**config.mk**
```make
export PLATFORM = sky130hd
export DESIGN_NAME = fractal_sync_nbr_ctrl_flat
export DESIGN_NICKNAME = d
export VERILOG_FILES = /design/src/rtl/fractal_sync_nbr_ctrl_if.sv /design/src/rtl/fractal_sync_nbr_ctrl.sv /design/src/flat_wrapper.sv
export SDC_FILE = /design/constraint.sdc
export NUM_CORES = 1
export LEC_CHECK = 0
export CAP_MARGIN = 10
export CORE_ASPECT_RATIO = 1.5
export CORE_MARGIN = 1.5
export CORE_UTILIZATION = 55
export DETAILED_ROUTE_END_ITERATION = 12
export PLACE_DENSITY = 0.84
export SYNTH_ARGS = -nofsm -noshare
export SYNTH_HDL_FRONTEND = slang
export SYNTH_SLANG_ARGS = --single-unit
```
**constraint.sdc**
```tcl
create_clock -name clk_i -period 5 [get_ports clk_i]
set_input_delay 1 -clock clk_i [delete_from_list [all_inputs] [get_ports clk_i]]
set_output_delay 1 -clock clk_i [all_outputs]
set_load 0.01 [all_outputs]
```
**src/rtl/fractal_sync_nbr_ctrl_if.sv**
```systemverilog
// Tile-side bus bundle of the neighbor sync controller: the request/response
// handshake with the tile plus the sync/wake wires to the neighbor nodes.
// The slave modport is the controller's view; master is the tile/neighbor side.
interface fractal_sync_nbr_ctrl_if #(
  parameter int unsigned N_DIR = 4,
  parameter int unsigned ID_W  = 2
);
  localparam int unsigned DIR_W = (N_DIR > 1) ? $clog2(N_DIR) : 1;

  // Tile request channel
  logic                    req_valid_i;
  logic                    req_ready_o;
  logic [DIR_W-1:0]        req_dir_i;
  logic [ID_W-1:0]         req_id_i;

  // Tile response channel
  logic                    rsp_valid_o;
  logic                    rsp_ready_i;
  logic [DIR_W-1:0]        rsp_dir_o;
  logic [ID_W-1:0]         rsp_id_o;
  logic                    rsp_error_o;

  // Neighbor node side
  logic [N_DIR-1:0]        nbr_sync_o;
  logic [ID_W-1:0]         nbr_id_o;
  logic [N_DIR-1:0]        nbr_wake_i;
  logic [N_DIR*ID_W-1:0]   nbr_id_i;

  modport slave (
    input  req_valid_i, req_dir_i, req_id_i,
    output req_ready_o,
    output rsp_valid_o, rsp_dir_o, rsp_id_o, rsp_error_o,
    input  rsp_ready_i,
    output nbr_sync_o, nbr_id_o,
    input  nbr_wake_i, nbr_id_i
  );

  modport master (
    output req_valid_i, req_dir_i, req_id_i,
    input  req_ready_o,
    input  rsp_valid_o, rsp_dir_o, rsp_id_o, rsp_error_o,
    output rsp_ready_i,
    input  nbr_sync_o, nbr_id_o,
    output nbr_wake_i, nbr_id_i
  );
endinterface

```
**src/rtl/fractal_sync_nbr_ctrl.sv**
```systemverilog
// Neighbor synchronization sequencer for one tile. Requests are buffered in a
// small FIFO and issued one at a time: a single-cycle sync pulse to the chosen
// neighbor node, a wait for that node's wake (bounded by an optional timeout),
// then a response to the tile carrying the wake id or an error.
module fractal_sync_nbr_ctrl #(
  parameter int unsigned N_DIR      = 4,
  parameter int unsigned ID_W       = 2,
  parameter int unsigned FIFO_DEPTH = 2,
  parameter int unsigned TIMEOUT    = 1024
) (
  input  logic                         clk_i,
  input  logic                         rst_ni,
  fractal_sync_nbr_ctrl_if.slave       bus,
  output logic                         busy_o
);

  localparam int unsigned DIR_W   = (N_DIR > 1) ? $clog2(N_DIR) : 1;
  localparam int unsigned PTR_W   = (FIFO_DEPTH > 1) ? $clog2(FIFO_DEPTH) : 1;
  localparam int unsigned FCNT_W  = $clog2(FIFO_DEPTH + 1);
  localparam int unsigned CNT_W   = (TIMEOUT > 0) ? $clog2(TIMEOUT + 1) : 1;
  localparam int unsigned DIR_NUM = 2 ** DIR_W;

  localparam logic [CNT_W-1:0]  CNT_LIMIT = (TIMEOUT > 0) ? CNT_W'(TIMEOUT - 1) : '0;
  localparam logic [PTR_W-1:0]  PTR_LAST  = PTR_W'(FIFO_DEPTH - 1);
  localparam logic [FCNT_W-1:0] FIFO_FULL = FCNT_W'(FIFO_DEPTH);

  // Table of encodable directions that map to a real neighbor node; keeps the
  // range check free of width-dependent constant comparisons.
  function automatic logic [DIR_NUM-1:0] gen_dir_ok();
    logic [DIR_NUM-1:0] m;
    m = '0;
    for (int i = 0; i < int'(DIR_NUM); i++) m[i] = (i < int'(N_DIR));
    return m;
  endfunction

  localparam logic [DIR_NUM-1:0] DIR_OK = gen_dir_ok();

  typedef struct packed {
    logic [DIR_W-1:0] dir;
    logic [ID_W-1:0]  id;
  } req_t;

  typedef enum logic [1:0] {
    ST_IDLE  = 2'd0,
    ST_ISSUE = 2'd1,
    ST_WAIT  = 2'd2,
    ST_RSP   = 2'd3
  } state_e;

  // ---------------------------------------------------------------------------
  // Request FIFO
  // ---------------------------------------------------------------------------
  req_t              fifo_q [FIFO_DEPTH];
  logic [PTR_W-1:0]  wr_ptr_q, wr_ptr_d;
  logic [PTR_W-1:0]  rd_ptr_q, rd_ptr_d;
  logic [FCNT_W-1:0] count_q, count_d;
  logic              fifo_empty;
  logic              fifo_full;
  logic              push;
  logic              pop;
  req_t              head;

  state_e            state_q, state_d;

  assign fifo_empty = (count_q == '0);
  assign fifo_full  = (count_q == FIFO_FULL);
  assign head       = fifo_q[rd_ptr_q];

  // The FSM consumes the head whenever it sits in IDLE with work pending,
  // which frees a slot in the same cycle, so a full FIFO can still accept.
  assign pop             = (state_q == ST_IDLE) && !fifo_empty;
  assign bus.req_ready_o = !fifo_full || pop;
  assign push            = bus.req_valid_i && bus.req_ready_o;

  // Pointer and occupancy next-state; pointers wrap at FIFO_DEPTH.
  always_comb begin
    wr_ptr_d = wr_ptr_q;
    rd_ptr_d = rd_ptr_q;
    count_d  = count_q;
    if (push) wr_ptr_d = (wr_ptr_q == PTR_LAST) ? '0 : wr_ptr_q + PTR_W'(1);
    if (pop)  rd_ptr_d = (rd_ptr_q == PTR_LAST) ? '0 : rd_ptr_q + PTR_W'(1);
    unique case ({push, pop})
      2'b10:   count_d = count_q + FCNT_W'(1);
      2'b01:   count_d = count_q - FCNT_W'(1);
      default: count_d = count_q;
    endcase
  end

  // FIFO pointer/occupancy registers; reset flushes the buffer.
  always_ff @(posedge clk_i or negedge rst_ni) begin
    // NOTE: sequential state is always written with non-blocking assignments so
    // every register samples the pre-edge value of its inputs.
    if (!rst_ni) begin
      wr_ptr_q <= '0;
      rd_ptr_q <= '0;
      count_q  <= '0;
    end else begin
      wr_ptr_q <= wr_ptr_d;
      rd_ptr_q <= rd_ptr_d;
      count_q  <= count_d;
    end
  end

  // FIFO storage write.
  always_ff @(posedge clk_i) begin
    // NOTE: the storage array is deliberately not reset; the empty count alone
    // guarantees no stale entry is ever read, and unreset RAM maps cleanly.
    if (push) fifo_q[wr_ptr_q] <= '{dir: bus.req_dir_i, id: bus.req_id_i};
  end

  // ---------------------------------------------------------------------------
  // Sync sequencer
  // ---------------------------------------------------------------------------
  logic [DIR_W-1:0] dir_q, dir_d;
  logic [ID_W-1:0]  id_q, id_d;
  logic [ID_W-1:0]  rsp_id_q, rsp_id_d;
  logic             err_q, err_d;
  logic [CNT_W-1:0] cnt_q, cnt_d;
  logic [ID_W-1:0]  wake_id;
  logic             wake_hit;

  // Only the wake line and id slice of the selected direction matter.
  assign wake_hit = bus.nbr_wake_i[dir_q];
  assign wake_id  = bus.nbr_id_i[dir_q*ID_W +: ID_W];

  // Next-state and datapath for the IDLE -> ISSUE -> WAIT -> RSP sequence.
  always_comb begin
    // NOTE: every combinationally assigned signal gets a default first, so no
    // path through the case can leave it unassigned and infer a latch.
    state_d  = state_q;
    dir_d    = dir_q;
    id_d     = id_q;
    rsp_id_d = rsp_id_q;
    err_d    = err_q;
    cnt_d    = cnt_q;

    unique case (state_q)
      ST_IDLE: begin
        if (!fifo_empty) begin
          dir_d    = head.dir;
          id_d     = head.id;
          rsp_id_d = head.id;
          if (DIR_OK[head.dir]) begin
            err_d   = 1'b0;
            state_d = ST_ISSUE;
          end else begin
            err_d   = 1'b1;
            state_d = ST_RSP;
          end
        end
      end

      ST_ISSUE: begin
        cnt_d   = '0;
        state_d = ST_WAIT;
      end

      ST_WAIT: begin
        // Saturating counter: it must never wrap back into the timeout match.
        if (cnt_q != '1) cnt_d = cnt_q + CNT_W'(1);
        // A wake in the same cycle as the timeout limit takes priority.
        if (wake_hit) begin
          rsp_id_d = wake_id;
          err_d    = (wake_id != id_q);
          state_d  = ST_RSP;
        end else if ((TIMEOUT != 0) && (cnt_q == CNT_LIMIT)) begin
          rsp_id_d = id_q;
          err_d    = 1'b1;
          state_d  = ST_RSP;
        end
      end

      ST_RSP: begin
        if (bus.rsp_ready_i) state_d = ST_IDLE;
      end

      default: state_d = ST_IDLE;
    endcase
  end

  // Sequencer registers; reset aborts any in-flight sync without a response.
  always_ff @(posedge clk_i or negedge rst_ni) begin
    if (!rst_ni) begin
      state_q  <= ST_IDLE;
      dir_q    <= '0;
      id_q     <= '0;
      rsp_id_q <= '0;
      err_q    <= 1'b0;
      cnt_q    <= '0;
    end else begin
      state_q  <= state_d;
      dir_q    <= dir_d;
      id_q     <= id_d;
      rsp_id_q <= rsp_id_d;
      err_q    <= err_d;
      cnt_q    <= cnt_d;
    end
  end

  // Output decode: the sync pulse exists only in ISSUE and response fields
  // only in RSP, so all outputs read as zero outside those states.
  always_comb begin
    bus.nbr_sync_o  = '0;
    bus.nbr_id_o    = '0;
    bus.rsp_valid_o = 1'b0;
    bus.rsp_dir_o   = '0;
    bus.rsp_id_o    = '0;
    bus.rsp_error_o = 1'b0;
    if (state_q == ST_ISSUE) begin
      bus.nbr_sync_o[dir_q] = 1'b1;
      bus.nbr_id_o          = id_q;
    end
    if (state_q == ST_RSP) begin
      bus.rsp_valid_o = 1'b1;
      bus.rsp_dir_o   = dir_q;
      bus.rsp_id_o    = rsp_id_q;
      bus.rsp_error_o = err_q;
    end
  end

  assign busy_o = (state_q != ST_IDLE) || !fifo_empty;

endmodule

```
**src/flat_wrapper.sv**
```systemverilog
// flat-port wrapper written by rule: the top's interface ports become plain ports
module fractal_sync_nbr_ctrl_flat 
#(
  parameter int unsigned N_DIR      = 4,
  parameter int unsigned ID_W       = 2,
  parameter int unsigned FIFO_DEPTH = 2,
  parameter int unsigned TIMEOUT    = 1024
)
  (clk_i, rst_ni, busy_o, bus_req_valid_i, bus_req_dir_i, bus_req_id_i, bus_req_ready_o, bus_rsp_valid_o, bus_rsp_dir_o, bus_rsp_id_o, bus_rsp_error_o, bus_rsp_ready_i, bus_nbr_sync_o, bus_nbr_id_o, bus_nbr_wake_i, bus_nbr_id_i);
  fractal_sync_nbr_ctrl_if #(.N_DIR(N_DIR), .ID_W(ID_W)) bus_i ();
  input  logic clk_i;
  input  logic rst_ni;
  output logic busy_o;
  input wire logic [$bits(bus_i.req_valid_i)-1:0] bus_req_valid_i;
  input wire logic [$bits(bus_i.req_dir_i)-1:0] bus_req_dir_i;
  input wire logic [$bits(bus_i.req_id_i)-1:0] bus_req_id_i;
  output wire logic [$bits(bus_i.req_ready_o)-1:0] bus_req_ready_o;
  output wire logic [$bits(bus_i.rsp_valid_o)-1:0] bus_rsp_valid_o;
  output wire logic [$bits(bus_i.rsp_dir_o)-1:0] bus_rsp_dir_o;
  output wire logic [$bits(bus_i.rsp_id_o)-1:0] bus_rsp_id_o;
  output wire logic [$bits(bus_i.rsp_error_o)-1:0] bus_rsp_error_o;
  input wire logic [$bits(bus_i.rsp_ready_i)-1:0] bus_rsp_ready_i;
  output wire logic [$bits(bus_i.nbr_sync_o)-1:0] bus_nbr_sync_o;
  output wire logic [$bits(bus_i.nbr_id_o)-1:0] bus_nbr_id_o;
  input wire logic [$bits(bus_i.nbr_wake_i)-1:0] bus_nbr_wake_i;
  input wire logic [$bits(bus_i.nbr_id_i)-1:0] bus_nbr_id_i;
  assign bus_i.req_valid_i = bus_req_valid_i;
  assign bus_i.req_dir_i = bus_req_dir_i;
  assign bus_i.req_id_i = bus_req_id_i;
  assign bus_req_ready_o = bus_i.req_ready_o;
  assign bus_rsp_valid_o = bus_i.rsp_valid_o;
  assign bus_rsp_dir_o = bus_i.rsp_dir_o;
  assign bus_rsp_id_o = bus_i.rsp_id_o;
  assign bus_rsp_error_o = bus_i.rsp_error_o;
  assign bus_i.rsp_ready_i = bus_rsp_ready_i;
  assign bus_nbr_sync_o = bus_i.nbr_sync_o;
  assign bus_nbr_id_o = bus_i.nbr_id_o;
  assign bus_i.nbr_wake_i = bus_nbr_wake_i;
  assign bus_i.nbr_id_i = bus_nbr_id_i;
  fractal_sync_nbr_ctrl #(.N_DIR(N_DIR), .ID_W(ID_W), .FIFO_DEPTH(FIFO_DEPTH), .TIMEOUT(TIMEOUT)) u_core (.clk_i(clk_i), .rst_ni(rst_ni), .bus(bus_i), .busy_o(busy_o));
endmodule
```
Word-level counts from Yosys, hierarchy flattened

Memory sizes are Yosys's and may differ from the RTL's.
Cells that the tools add are included.

Register bits: 24
Bits in writable memories: 8
Memories: 1
Logic and storage cells: 84
Output and inout bits: 14
Bits of input ports: 20

Mux-type cells: 34
Eq/ne operators: 13
Magnitude comparators: 3
Reductions and logical operators: 17
Add/sub/neg operators: 5
Bitwise gates (word level): 1
Shifts and indexed selects: 1

Memory list:

| name          | words | bits a word | read ports | clocked after Yosys merged registers in | wr ports | line                        | RTL |
|---|---|---|---|---|---|---|---|
| u_core.fifo_q | 2     | 4           | 1          | 0                                       | 1        | fractal_sync_nbr_ctrl.sv:53 | `req_t fifo_q [FIFO_DEPTH];` |

Operators with widths:

| operator              | count |
|---|---|
| $mux 2                | 11 |
| $pmux 11 s2           | 1 |
| $mux 1                | 13 |
| $add 11x1->11 const B | 1 |
| $eq 11x10->1 const B  | 1 |
| $mux 11               | 1 |
| $ne 11x11->1 const B  | 1 |
| $eq 2x2->1 const B    | 4 |
| $pmux 2 s2            | 2 |
| $pmux 2 s4            | 1 |
| $reduce_bool 2->1     | 4 |
| $shiftx 8x4->2        | 1 |
| $lt 2x3->1 const B    | 2 |
| $reduce_and 3->1      | 2 |
| $bmux 1 s2            | 2 |
| $eq 2x1->1 const B    | 2 |
| $logic_not 2->1       | 2 |
| $mux 4                | 1 |
| $ne 2x2->1 const B    | 2 |
| $reduce_and 2->1      | 2 |
| $logic_and 1x1->1     | 3 |
| $ne 3x1->1 const B    | 1 |
| $add 1x1->1 const B   | 2 |
| $add 2x1->2 const B   | 1 |
| other kinds (9)       | 11 |

Logic depth before layout (Yosys ltp)

Gate-level depths: netlist of run 1.

Word-level depth: 7
Depth in mapped cells: 9
Depth with buffers taken out: 9

Worst setup path after synthesis of run 1

Ideal clock, no wire load.

Kind: in2reg
From: in bus_nbr_wake_i[3]
To: reg u_core.state_q[1]
Arrival time: 2201 ps
Buffers on the path: 0
Setup time: 128 ps
Cell stages on the path: 4
Setup slack: 2672 ps
Required time: 4872 ps
Path through: mux4_2 -> nand2b_4 -> o221ai_2 -> mux2_1

Word-level cells in the longest chain between the ends: 4
Elaborated cells between the ends (all ways): 6
Those cells by class: eq/ne (1); mux (4); reduce/logical (1)

RTL lines:

| element                                               | line                         | RTL |
|---|---|---|
| start, declared                                       | flat_wrapper.sv:25           | `input wire logic [$bits(bus_i.nbr_wake_i)-1:0] bus_nbr_wake_i;` |
| $bmux 1 s2 *                                          | fractal_sync_nbr_ctrl.sv:123 | `assign wake_hit = bus.nbr_wake_i[dir_q];` |
| $mux 1 (not written as such) *                        | fractal_sync_nbr_ctrl.sv:123 |  |
| $mux 2 / $ne 3x1->1 (equally long branches)           | -                            |  |
| $pmux 2 s4 / $reduce_and 3->1 (equally long branches) | -                            |  |
| end signal, assigned                                  | fractal_sync_nbr_ctrl.sv:191 | `state_q <= state_d;` |
| end, declared                                         | fractal_sync_nbr_ctrl.sv:63  | `state_e state_q, state_d;` |

Every way passes the cells marked *; elsewhere a longest branch is shown, timed or not. The select of a mux whose other input is x is not followed.
A chain may end at the register's enable or synchronous reset.

Final worst setup path of run 1

From: reg u_core.state_q[0]
To: out busy_o

Word-level cells in the longest chain between the ends: 2

RTL lines:

| element           | line                         | RTL |
|---|---|---|
| $reduce_bool 2->1 | fractal_sync_nbr_ctrl.sv:221 | `assign busy_o = (state_q != ST_IDLE) \|\| !fifo_empty;` |
| $logic_or 1x1->1  | fractal_sync_nbr_ctrl.sv:221 |  |
| end, declared     | flat_wrapper.sv:13           | `output logic busy_o;` |

No other way between the ends.

==> summary.txt, run 1 <==
Yosys
  • Syn Nets: 186
  • Post-synth top flop: dfrtp_1
  • Register area share after synthesis: 0.475
  • Largest cells by area after synthesis: dfrtp_1 34%, edfxtp_1 14%, ha_1 4.2%, mux2i_1 4.0%, nand2_1 3.6%
  • Seq cells post-synth: 32
  • Mapped Avg Cell Area: 11.1 µm²
  • Yosys warns: 0
  • FFs w/ async S/R, synth: 0.750
  • Most numerous cell in the Yosys netlist: dfrtp_1
  • Post-Syn Instances: 160
  • Synth cell types: 49
  • Top cell type's share of synthesized area: 0.339
  • Synth area leader: dfrtp_1
  • Post-synth top cells: 24 x dfrtp_1, 17 x nand2_1, 8 x edfxtp_1, 8 x inv_1
  • Number of synthesized flops with an enable pin: 8
  • Mapped cell area: 1770 µm²

Clock tree
  • Latest clock arrival within the worst-skew pair: 0.29 ns
  • Total CTS buffers: 5
  • CTS tree: yes
  • Root buffer cell: clkbuf_8
  • Longest Clk Path Bufs: 2
  • Post-CTS setup buffer count: 0
  • Clock slew at reported path FFs: 0.07 ns
  • Hold_buf cts: 0
  • Post_cts resized: 0
  • Clock Sinks: 32
  • Depth of the CTS H-tree: 2

Floorplan
  • # IOs: 34
  • Core area: 3100 µm²
  • Die Y: 72.5 µm
  • Die X: 49.3 µm
  • Initial Util: 0.571
  • Die area: 3570 µm²
  • Cell row count: 25

Layout
  • Layout overhead on the synthesized area: 26.0%
  • Layout cell share with drive strength beyond 1: 0.0769
  • Number of diodes: 0
  • Nets: 220

Power
  • Largest vdd supply drop: 460 µV
  • P_leak: 0.915 nW
  • P per Cell Area: 548 nW/µm²

STA
  • Fin. Hold Viols: 0
  • Final setup TNS: 0 ns
  • Max Freq: 326 MHz
  • RSZ-0062 raised after global routing: no
  • Period minus WS final: 3.07 ns
  • Worst Max-Slew Pin Slew: 1.11 ns
  • Setup violators final: 0
  • Tcrit/Tclk final: 0.614
  • Hold slack: 0.500 ns
  • Clk_skew: 0.00687 ns
  • Relative slew slack: 0.257
  • Final Slew Violations: 0

Hold path
  • Worst Hold Class: flip-flop to flip-flop
  • HP Start: u_core.err_q
  • Hold path depth: 1
  • Hold endpoint: u_core.err_q

Run
  • Max_cap viols: 0

Place
  • PortBufs: 33
  • Final HPWL DP: 2.81 mm
  • RePlAce Congestion: 0.785

Drt
  • Via density: 5.89
  • Via count: 1384
  • Residual DRC: 0
  • DR iter-0 viols: 42
  • Drt total wl: 3.70 mm
  • WL/cell: 15.7 µm
  • DRT Pass-1 Iters: 4
  • Final ANT Viol Nets: 0

Critical path
  • Setup crit end kind: primary output
  • Crit path DAT: 2.07 ns
  • Worst Path Required: 4.00 ns
  • WS Path Type: flip-flop to primary output
  • Worst r2r src: u_core.state_q[0]
  • Type of origin of the critical path: flip-flop
  • Register-to-Register Path Depth: 6
  • Reg2reg setup slack: 2.94 ns
  • Worst R2R End: u_core.cnt_q[4]
  • Worst-path maximum fanout: 6

Global route
  • Gr ovfl total: 0
  • Initial antenna violation count: 0
  • First-pass GRT wire length: 6.36 mm
  • Vias in the first global route: 1483
  • All-Layer GR Usage: 0.237
  • Largest net degree at the start of global routing: 25

Outcome
  • Status: finished, final reports clean
[worst max-delay path by stage]
stage | from | end | slack (ns) | cells after the start
6_report | u_core.state_q[0] | busy_o | 1.93 | 4
5_1_grt | u_core.state_q[0] | busy_o | 1.78 | 4
4_1_cts | u_core.state_q[0] | busy_o | 1.91 | 4
3_5_place_dp | bus_nbr_wake_i[3] | u_core.state_q[1] | 2.15 | 5
3_3_place_gp | bus_nbr_wake_i[2] | u_core.state_q[1] | 2.18 | 5
2_1_floorplan | bus_nbr_wake_i[3] | u_core.state_q[1] | 2.67 | 4
[worst max-delay path, cell delays in order (launching register included)]
cell	delay (ns)
dfrtp_1	0.41
inv_1	0.12
ha_1	0.26
or3b_1	0.47
clkdlybuf4s50_1	0.52
[layout make-up]
cell class                 count  area [µm²]
multi-input combinational    113         863
inverter                       8        30.0
sequential                    32         841
timing repair buffer          34         338
clock inverter                 2        12.5
clock buffer                   6        93.8
tap                           40        50.0
fill                         218         868
[registers in the layout, indices dropped and copies added, names as in the netlist]
register,flops
u_core.fifo_q,8
u_core.err_q,1
u_core.cnt_q,11
u_core.count_q,2
u_core.rd_ptr_q,1
u_core.id_q,2
u_core.rsp_id_q,2
u_core.dir_q,2
u_core.state_q,2
u_core.wr_ptr_q,1
[logic make-up after synthesis]
family,after synthesis,synth area share
DFF,32,0.475
adders and majority gates,6,0.0424
AOI/OAI and AO/OA,31,0.134
xor gates and xnor gates,8,0.0396
buffers and inverters,15,0.0368
muxes,12,0.0948
and+or+nand+nor,56,0.178
[cell usage in the layout (no fill, tap or decap), types with 5 or more instances in the layout]
cell             synthesis  final
and2_1                   7      7
ha_1                     6      6
inv_1                    8      8
clkdlybuf4s50_1          0     33
mux2i_1                  7      7
nand2_1                 17     17
clkbuf_8                 0      5
o21ai_0                  7      7
nor2_1                   7      7
edfxtp_1                 8      8
xnor2_1                  6      6
dfrtp_1                 24     24
[per-stage QoR]
| stage | cells | cell area, µm² | utilization | setup WS (ns) | total power (W) |
|---|---|---|---|---|---|
| 3_5_place_dp | 227 | 2120 | 0.685 | 2.15 | 0.000998 |
| 2_1_floorplan | 160 | 1770 | - | 2.67 | 0.000823 |
| 5_1_grt | 235 | 2230 | 0.720 | 1.78 | 0.00131 |
| 4_1_cts | 235 | 2230 | 0.720 | 1.91 | 0.00123 |
| 3_3_place_gp | 227 | 2120 | 0.685 | 2.18 | 0.000965 |
| 6_report | 235 | 2230 | 0.720 | 1.93 | 0.00122 |
[power breakdown]
group / leakage, nW / total (W) / switching [W] / internal [W]
clock: 0.0523 / 0.000227 / 0.0000999 / 0.000127
sequential: 0.382 / 0.000444 / 0.0000882 / 0.000356
combinational: 0.480 / 0.000549 / 0.000273 / 0.000276
total: 0.915 / 0.00122 / 0.000461 / 0.000759
[per-layer routing]
layer / vias to the layer above / track usage / wire [µm]
li1: 662 / - / -
met2: 36 / 0.453 / 2160
met1: 679 / 0.231 / 1330
met4: 0 / 0.111 / 65
met5: - / 0 / 0
met3: 7 / 0.0617 / 150
(Power assumes the default switching activity.)
==> run 2: changes to the inputs <==
Settings changed: CORE_UTILIZATION 55 to 46, PLACE_DENSITY 0.84 to 0.75.
Clock period 5 ns to 2.8 ns, I/O delays scaled along.
==> run 2 against run 1 <==
Effect of this change: wire length is 3.3% higher; global-route usage is 2.7 points lower; setup slack worse by 1.8 ns; sequential power is 78% higher; flip-flop and latch count stayed put; non-clock buffer count is 1 higher; largest cell class unchanged; die area is 19% higher; sequential share of layout area is 0.19 points lower; total power is 80% higher.
==> summary.txt, run 2 (synthesis results as in run 1) <==
Outcome
  • Status: finished, final reports clean

Layout
  • Largest Register: u_core.cnt_q
  • Commonest cells after routing, fill and taps aside: 33 x clkdlybuf4s50_1, 24 x dfrtp_1, 17 x nand2_1
  • Final core occ: 0.608 (-0.111)
  • Number of diodes: 0 (unchanged)
  • Non-Filler Instances: 239 (+1.7%)
  • Layout cell share with drive strength beyond 1: 0.0714 (-0.00549)
  • Top Registers: u_core.cnt_q x11, u_core.fifo_q x8
  • Commonest non-fill, non-tap cell in the layout: clkdlybuf4s50_1
  • Nets: 221 (+0.45%)
  • Max reg flops: 11 (unchanged)
  • Layout overhead on the synthesized area: 26.6%

Drt
  • WL/cell: 16.0 µm (+1.6%)
  • Via density: 5.79 (-1.7%)
  • Via count: 1384 (unchanged)
  • DR iter-0 viols: 26 (-38%)
  • Final ANT Viol Nets: 0 (unchanged)
  • Residual DRC: 0 (unchanged)
  • DRT Pass-1 Iters: 4 (unchanged)
  • Drt total wl: 3.82 mm (+3.3%)

Power
  • Largest vdd supply drop: 595 µV (+29%)
  • P per Cell Area: 979 nW/µm² (+79%)
  • P_leak: 0.920 nW (+0.62%)

Floorplan
  • Initial Util: 0.480 (-0.0909)
  • # IOs: 34 (unchanged)
  • Die X: 53.6 µm (+8.8%)
  • Die area: 4230 µm² (+19%)
  • Die Y: 79.0 µm (+9.0%)
  • Cell row count: 27 (+8.0%)
  • Core area: 3680 µm² (+19%)

STA
  • Max Freq: 377 MHz
  • Fin worst setup slack: 0.145 ns (-1.78 ns)
  • Worst Max-Slew Pin Slew: 0.635 ns (-0.475 ns)
  • Final Slew Violations: 0 (unchanged)
  • Setup violators final: 0 (unchanged)
  • Fin. Hold Viols: 0 (unchanged)
  • Clk_skew: 0.00834 ns (+0.00146 ns)
  • Hold slack: 0.505 ns (+0.00467 ns)
  • RSZ-0062 raised after global routing: no
  • Period minus WS final: 2.65 ns
  • Relative slew slack: 0.574 (+0.316)
  • Tcrit/Tclk final: 0.948
  • Final setup TNS: 0 ns (unchanged)

Hold path
  • Worst Hold Class: flip-flop to flip-flop

Global route
  • First-pass GRT wire length: 6.47 mm (+1.6%)
  • Initial antenna violation count: 0 (unchanged)
  • All-Layer GR Usage: 0.210 (-0.0271)
  • Gr ovfl total: 0 (unchanged)
  • Largest net degree at the start of global routing: 25 (unchanged)
  • Vias in the first global route: 1496 (+0.88%)

Clock tree
  • Post_cts resized: 0 (unchanged)
  • Clock Sinks: 32 (unchanged)
  • CTS tree: yes
  • Root buffer cell: clkbuf_8
  • Longest Clk Path Bufs: 2 (unchanged)
  • Latest clock arrival within the worst-skew pair: 0.29 ns (about the same)
  • Clock slew at reported path FFs: 0.07 ns (about the same)
  • Depth of the CTS H-tree: 2 (unchanged)
  • Total CTS buffers: 5 (unchanged)
  • Hold_buf cts: 0 (unchanged)
  • Post-CTS setup buffer count: 0 (unchanged)

Place
  • RePlAce Congestion: 0.676 (-14%)
  • Inst Count DP: 231 (+1.8%)
  • Setup WS pre-CTS: 0.423 ns (-1.73 ns)
  • PortBufs: 33 (unchanged)
  • Final HPWL DP: 2.95 mm (+5.1%)

Critical path
  • Crit path DAT: 2.09 ns (+0.02 ns)
  • Worst Path Required: 2.24 ns (-1.76 ns)
  • Type of origin of the critical path: flip-flop
  • Worst-path maximum fanout: 6 (unchanged)
  • WS Path Type: flip-flop to primary output
  • Setup crit end kind: primary output

Run
  • Max_cap viols: 0 (unchanged)
-- run 2: power breakdown --
group | internal (W) | switching (W) | total (W)
sequential | 0.000636 | 0.000154 | 0.000790
clock | 0.000259 | 0.000164 | 0.000423
combinational | 0.000492 | 0.000488 | 0.000980
-- run 2: worst paths after layout --
kind | start | to | slack, ns | depth (start not counted)
max | u_core.state_q[0] | busy_o | 0.15 | 4
min | u_core.rsp_id_q[0] | u_core.rsp_id_q[0] | 0.50 | 1
max reg2reg | u_core.state_q[0] | u_core.cnt_q[4] | 0.72 | 6
min reg2reg | u_core.rsp_id_q[0] | u_core.rsp_id_q[0] | 0.50 | 1
max in group asynchronous | rst_ni | u_core.count_q[1] | 1.93 | 2
min in group asynchronous | rst_ni | u_core.cnt_q[9] | 0.63 | 2
-- run 2: stage by stage --
stage          total power (W)  instance area (µm²)
2_1_floorplan          0.00147                 1770
3_3_place_gp           0.00173                 2130
3_5_place_dp           0.00179                 2130
4_1_cts                0.00221                 2240
5_1_grt                0.00235                 2240
6_report               0.00219                 2240
-- run 2: area by class of cell --
cell class	count	area, µm²
Clock buffer	5	68.8
Clock inverter	3	37.5
Multi-Input combinational cell	113	863
Timing Repair Buffer	35	345
Fill cell	288	1440
Inverter	8	30.0
Sequential cell	32	841
Tap cell	43	53.8
-- run 2: critical path, stage by stage, from the launching register on --
cell and delay (ns):
dfrtp_1 0.41, inv_1 0.12, ha_1 0.27, or3b_1 0.49, clkdlybuf4s50_1 0.53
-- run 2: per-layer routing --
layer | global-route usage | wire length (µm) | up-vias
met5 | 0 | 0 | -
met4 | 0.0795 | 59 | 0
met3 | 0.0395 | 107 | 7
met2 | 0.404 | 2260 | 26
met1 | 0.207 | 1400 | 686
li1 | - | - | 665
==> run 3: changes to the inputs <==
Settings changed: GPL_TIMING_DRIVEN set to 0.
==> run 3 against run 2 <==
Effect of this change: wire length increased by 1.2%; core utilization increased by 1.4 points; register-to-register slack improved by 0.16 ns; flip-flop and latch count unchanged; first-iteration DRC count increased by 3.8%; setup slack improved by 0.0068 ns; maximum frequency increased by 0.26%; cell area increased by 2.2%; global-route usage decreased by 0.46 points; combinational power increased by 9%; critical path type unchanged; critical endpoint unchanged; highest routed layer unchanged.
==> summary.txt, run 3 (synthesis results as in run 1) <==
Outcome
  • Status: finished, final reports clean

Floorplan
  • Die area: 4230 µm² (unchanged)
  • Die Y: 79.0 µm (unchanged)
  • Cell row count: 27 (unchanged)
  • Core area: 3680 µm² (unchanged)
  • Initial Util: 0.480 (unchanged)
  • Die X: 53.6 µm (unchanged)
  • # IOs: 34 (unchanged)

STA
  • Final Slew Violations: 0 (unchanged)
  • Clk_skew: 0.00544 ns (-0.00290 ns)
  • Final setup TNS: 0 ns (unchanged)
  • RSZ-0062 raised after global routing: no
  • Worst Max-Slew Pin Slew: 0.649 ns (+0.0136 ns)
  • Period minus WS final: 2.65 ns (-0.00684 ns)
  • Relative slew slack: 0.565 (-0.00913)
  • Max Freq: 378 MHz (+0.26%)
  • Setup violators final: 0 (unchanged)
  • Fin. Hold Viols: 0 (unchanged)
  • Tcrit/Tclk final: 0.946 (-0.00244)

Global route
  • All-Layer GR Usage: 0.205 (-0.00461)
  • Largest net degree at the start of global routing: 25 (unchanged)
  • Initial antenna violation count: 0 (unchanged)
  • First-pass GRT wire length: 6.33 mm (-2.1%)
  • Gr ovfl total: 0 (unchanged)
  • Vias in the first global route: 1433 (-4.2%)

Clock tree
  • Depth of the CTS H-tree: 2 (unchanged)
  • Post_cts resized: 0 (unchanged)
  • Root buffer cell: clkbuf_8
  • Latest clock arrival within the worst-skew pair: 0.29 ns (about the same)
  • CTS tree: yes
  • Hold_buf cts: 0 (unchanged)
  • Clock Sinks: 32 (unchanged)
  • Longest Clk Path Bufs: 2 (unchanged)
  • Total CTS buffers: 5 (unchanged)
  • Clock slew at reported path FFs: 0.06 ns (about the same)
  • Post-CTS setup buffer count: 0 (unchanged)

Power
  • Clock group share of total power: 0.189 (-0.004)
  • P_leak: 0.937 nW (+1.8%)
  • Gate power share: 0.478 (+0.031)
  • Switching Share: 0.371 (+0.00355)
  • Sw power: 0.000834 W (+3.4%)
  • Largest vdd supply drop: 855 µV (+44%)
  • P per Cell Area: 981 nW/µm² (+0.17%)
  • Sequential group share of total power: 0.333 (-0.027)
  • Post-route total power: 0.00225 W (+2.4%)
  • Total internal power: 0.00141 W (+1.8%)

Drt
  • Final ANT Viol Nets: 0 (unchanged)
  • Via count: 1384 (unchanged)
  • Drt total wl: 3.87 mm (+1.2%)
  • DR iter-0 viols: 27 (+3.8%)
  • Residual DRC: 0 (unchanged)
  • WL/cell: 15.8 µm (-1.3%)
  • DRT Pass-1 Iters: 4 (unchanged)
  • Via density: 5.65 (-2.4%)

Critical path
  • Setup crit end kind: primary output
  • Worst r2r src: u_core.cnt_q[0]
  • WS Path Type: flip-flop to primary output
  • Crit path DAT: 2.09 ns (about the same)
  • Type of origin of the critical path: flip-flop
  • Worst-path maximum fanout: 6 (unchanged)
  • Critical path startpoint: u_core.state_q[0]
  • Worst Path Required: 2.24 ns (about the same)
  • Reg2reg setup slack: 0.88 ns (+0.16 ns)
  • Register-to-Register Path Depth: 5 (-1)
  • Worst R2R End: u_core.state_q[1]

Hold path
  • Hold path depth: 1 (unchanged)
  • Worst Hold Class: flip-flop to flip-flop
  • Hold endpoint: u_core.wr_ptr_q
  • HP Start: u_core.wr_ptr_q

Layout
  • Nets: 227 (+2.7%)
  • Seq. cell area: 841 µm² (unchanged)
  • Max reg flops: 11 (unchanged)
  • Area of the multi-input gates: 866 µm² (+0.29%)
  • FILL cells: 299 (+3.8%)
  • Largest Register: u_core.cnt_q
  • Layout overhead on the synthesized area: 29.4%
  • Top Registers: u_core.cnt_q x11, u_core.fifo_q x8
  • Commonest non-fill, non-tap cell in the layout: clkdlybuf4s50_1
  • Design Area, Final: 2290 µm² (+2.2%)
  • Layout cell share with drive strength beyond 1: 0.0792 (+0.00778)
  • Non-Filler Instances: 245 (+2.5%)
  • Number of diodes: 0 (unchanged)
  • Commonest cells after routing, fill and taps aside: 33 x clkdlybuf4s50_1, 24 x dfrtp_1, 17 x nand2_1
  • Final core occ: 0.622 (+0.0136)

Place
  • Post-Place Cell Area: 2150 µm² (+0.94%)
  • RePlAce Congestion: 0.824 (+22%)
  • Inst Count DP: 236 (+2.2%)
  • Final HPWL DP: 2.92 mm (-1.1%)
  • PortBufs: 33 (unchanged)

Run
  • Max_cap viols: 0 (unchanged)
[run 3: worst max path at each step]
| stage | end | slack, ns | cells after the start |
|---|---|---|---|
| after global routing | busy_o | 0.04 | 5 |
| after CTS | busy_o | 0.1 | 5 |
| final | busy_o | 0.15 | 5 |
| after floorplan | u_core.state_q[1] | 0.91 | 4 |
| after detailed placement | u_core.state_q[1] | 0.40 | 5 |
| after global placement | u_core.state_q[1] | 0.43 | 5 |
[run 3: stage by stage]
stage / setup slack, ns / hold WS [ns]
floorplan: 0.912 / 0.264
global placement: 0.435 / 0.478
detailed placement: 0.405 / 0.484
CTS: 0.0963 / 0.492
global route: 0.0427 / 0.528
finish: 0.152 / 0.494
[run 3: cell type report]
cell class	instances	share of cell area
Multi-Input combinational cell	113	0.378
Timing Repair Buffer	34	0.156
Clock buffer	5	0.0301
Inverter	8	0.0131
Clock inverter	3	0.0164
Buffer	7	0.0153
Tap cell	43	0.0235
Sequential cell	32	0.367
[run 3: routing by layer]
metal	vias up	routed length, µm	global-route usage
met5	-	0	0
met4	0	30	0.0564
met1	682	1470	0.210
met3	3	117	0.0545
met2	21	2250	0.386
li1	678	-	-
[run 3: power groups by stage]
stage / combinational (W) / sequential (W) / clock [W]
final: 0.00107 / 0.000748 / 0.000425
after global routing: 0.00118 / 0.000766 / 0.000454
after CTS: 0.00107 / 0.000748 / 0.000430
after detailed placement: 0.00107 / 0.000755 / 0
after global placement: 0.00102 / 0.000740 / 0
after floorplan: 0.000745 / 0.000725 / 0
[run 3: worst max-delay path, stage by stage (launching register included)]
cell             delay, ns
dfrtp_1               0.40
inv_1                 0.11
ha_2                  0.25
or3b_1                0.36
clkbuf_1              0.17
clkdlybuf4s50_1       0.52
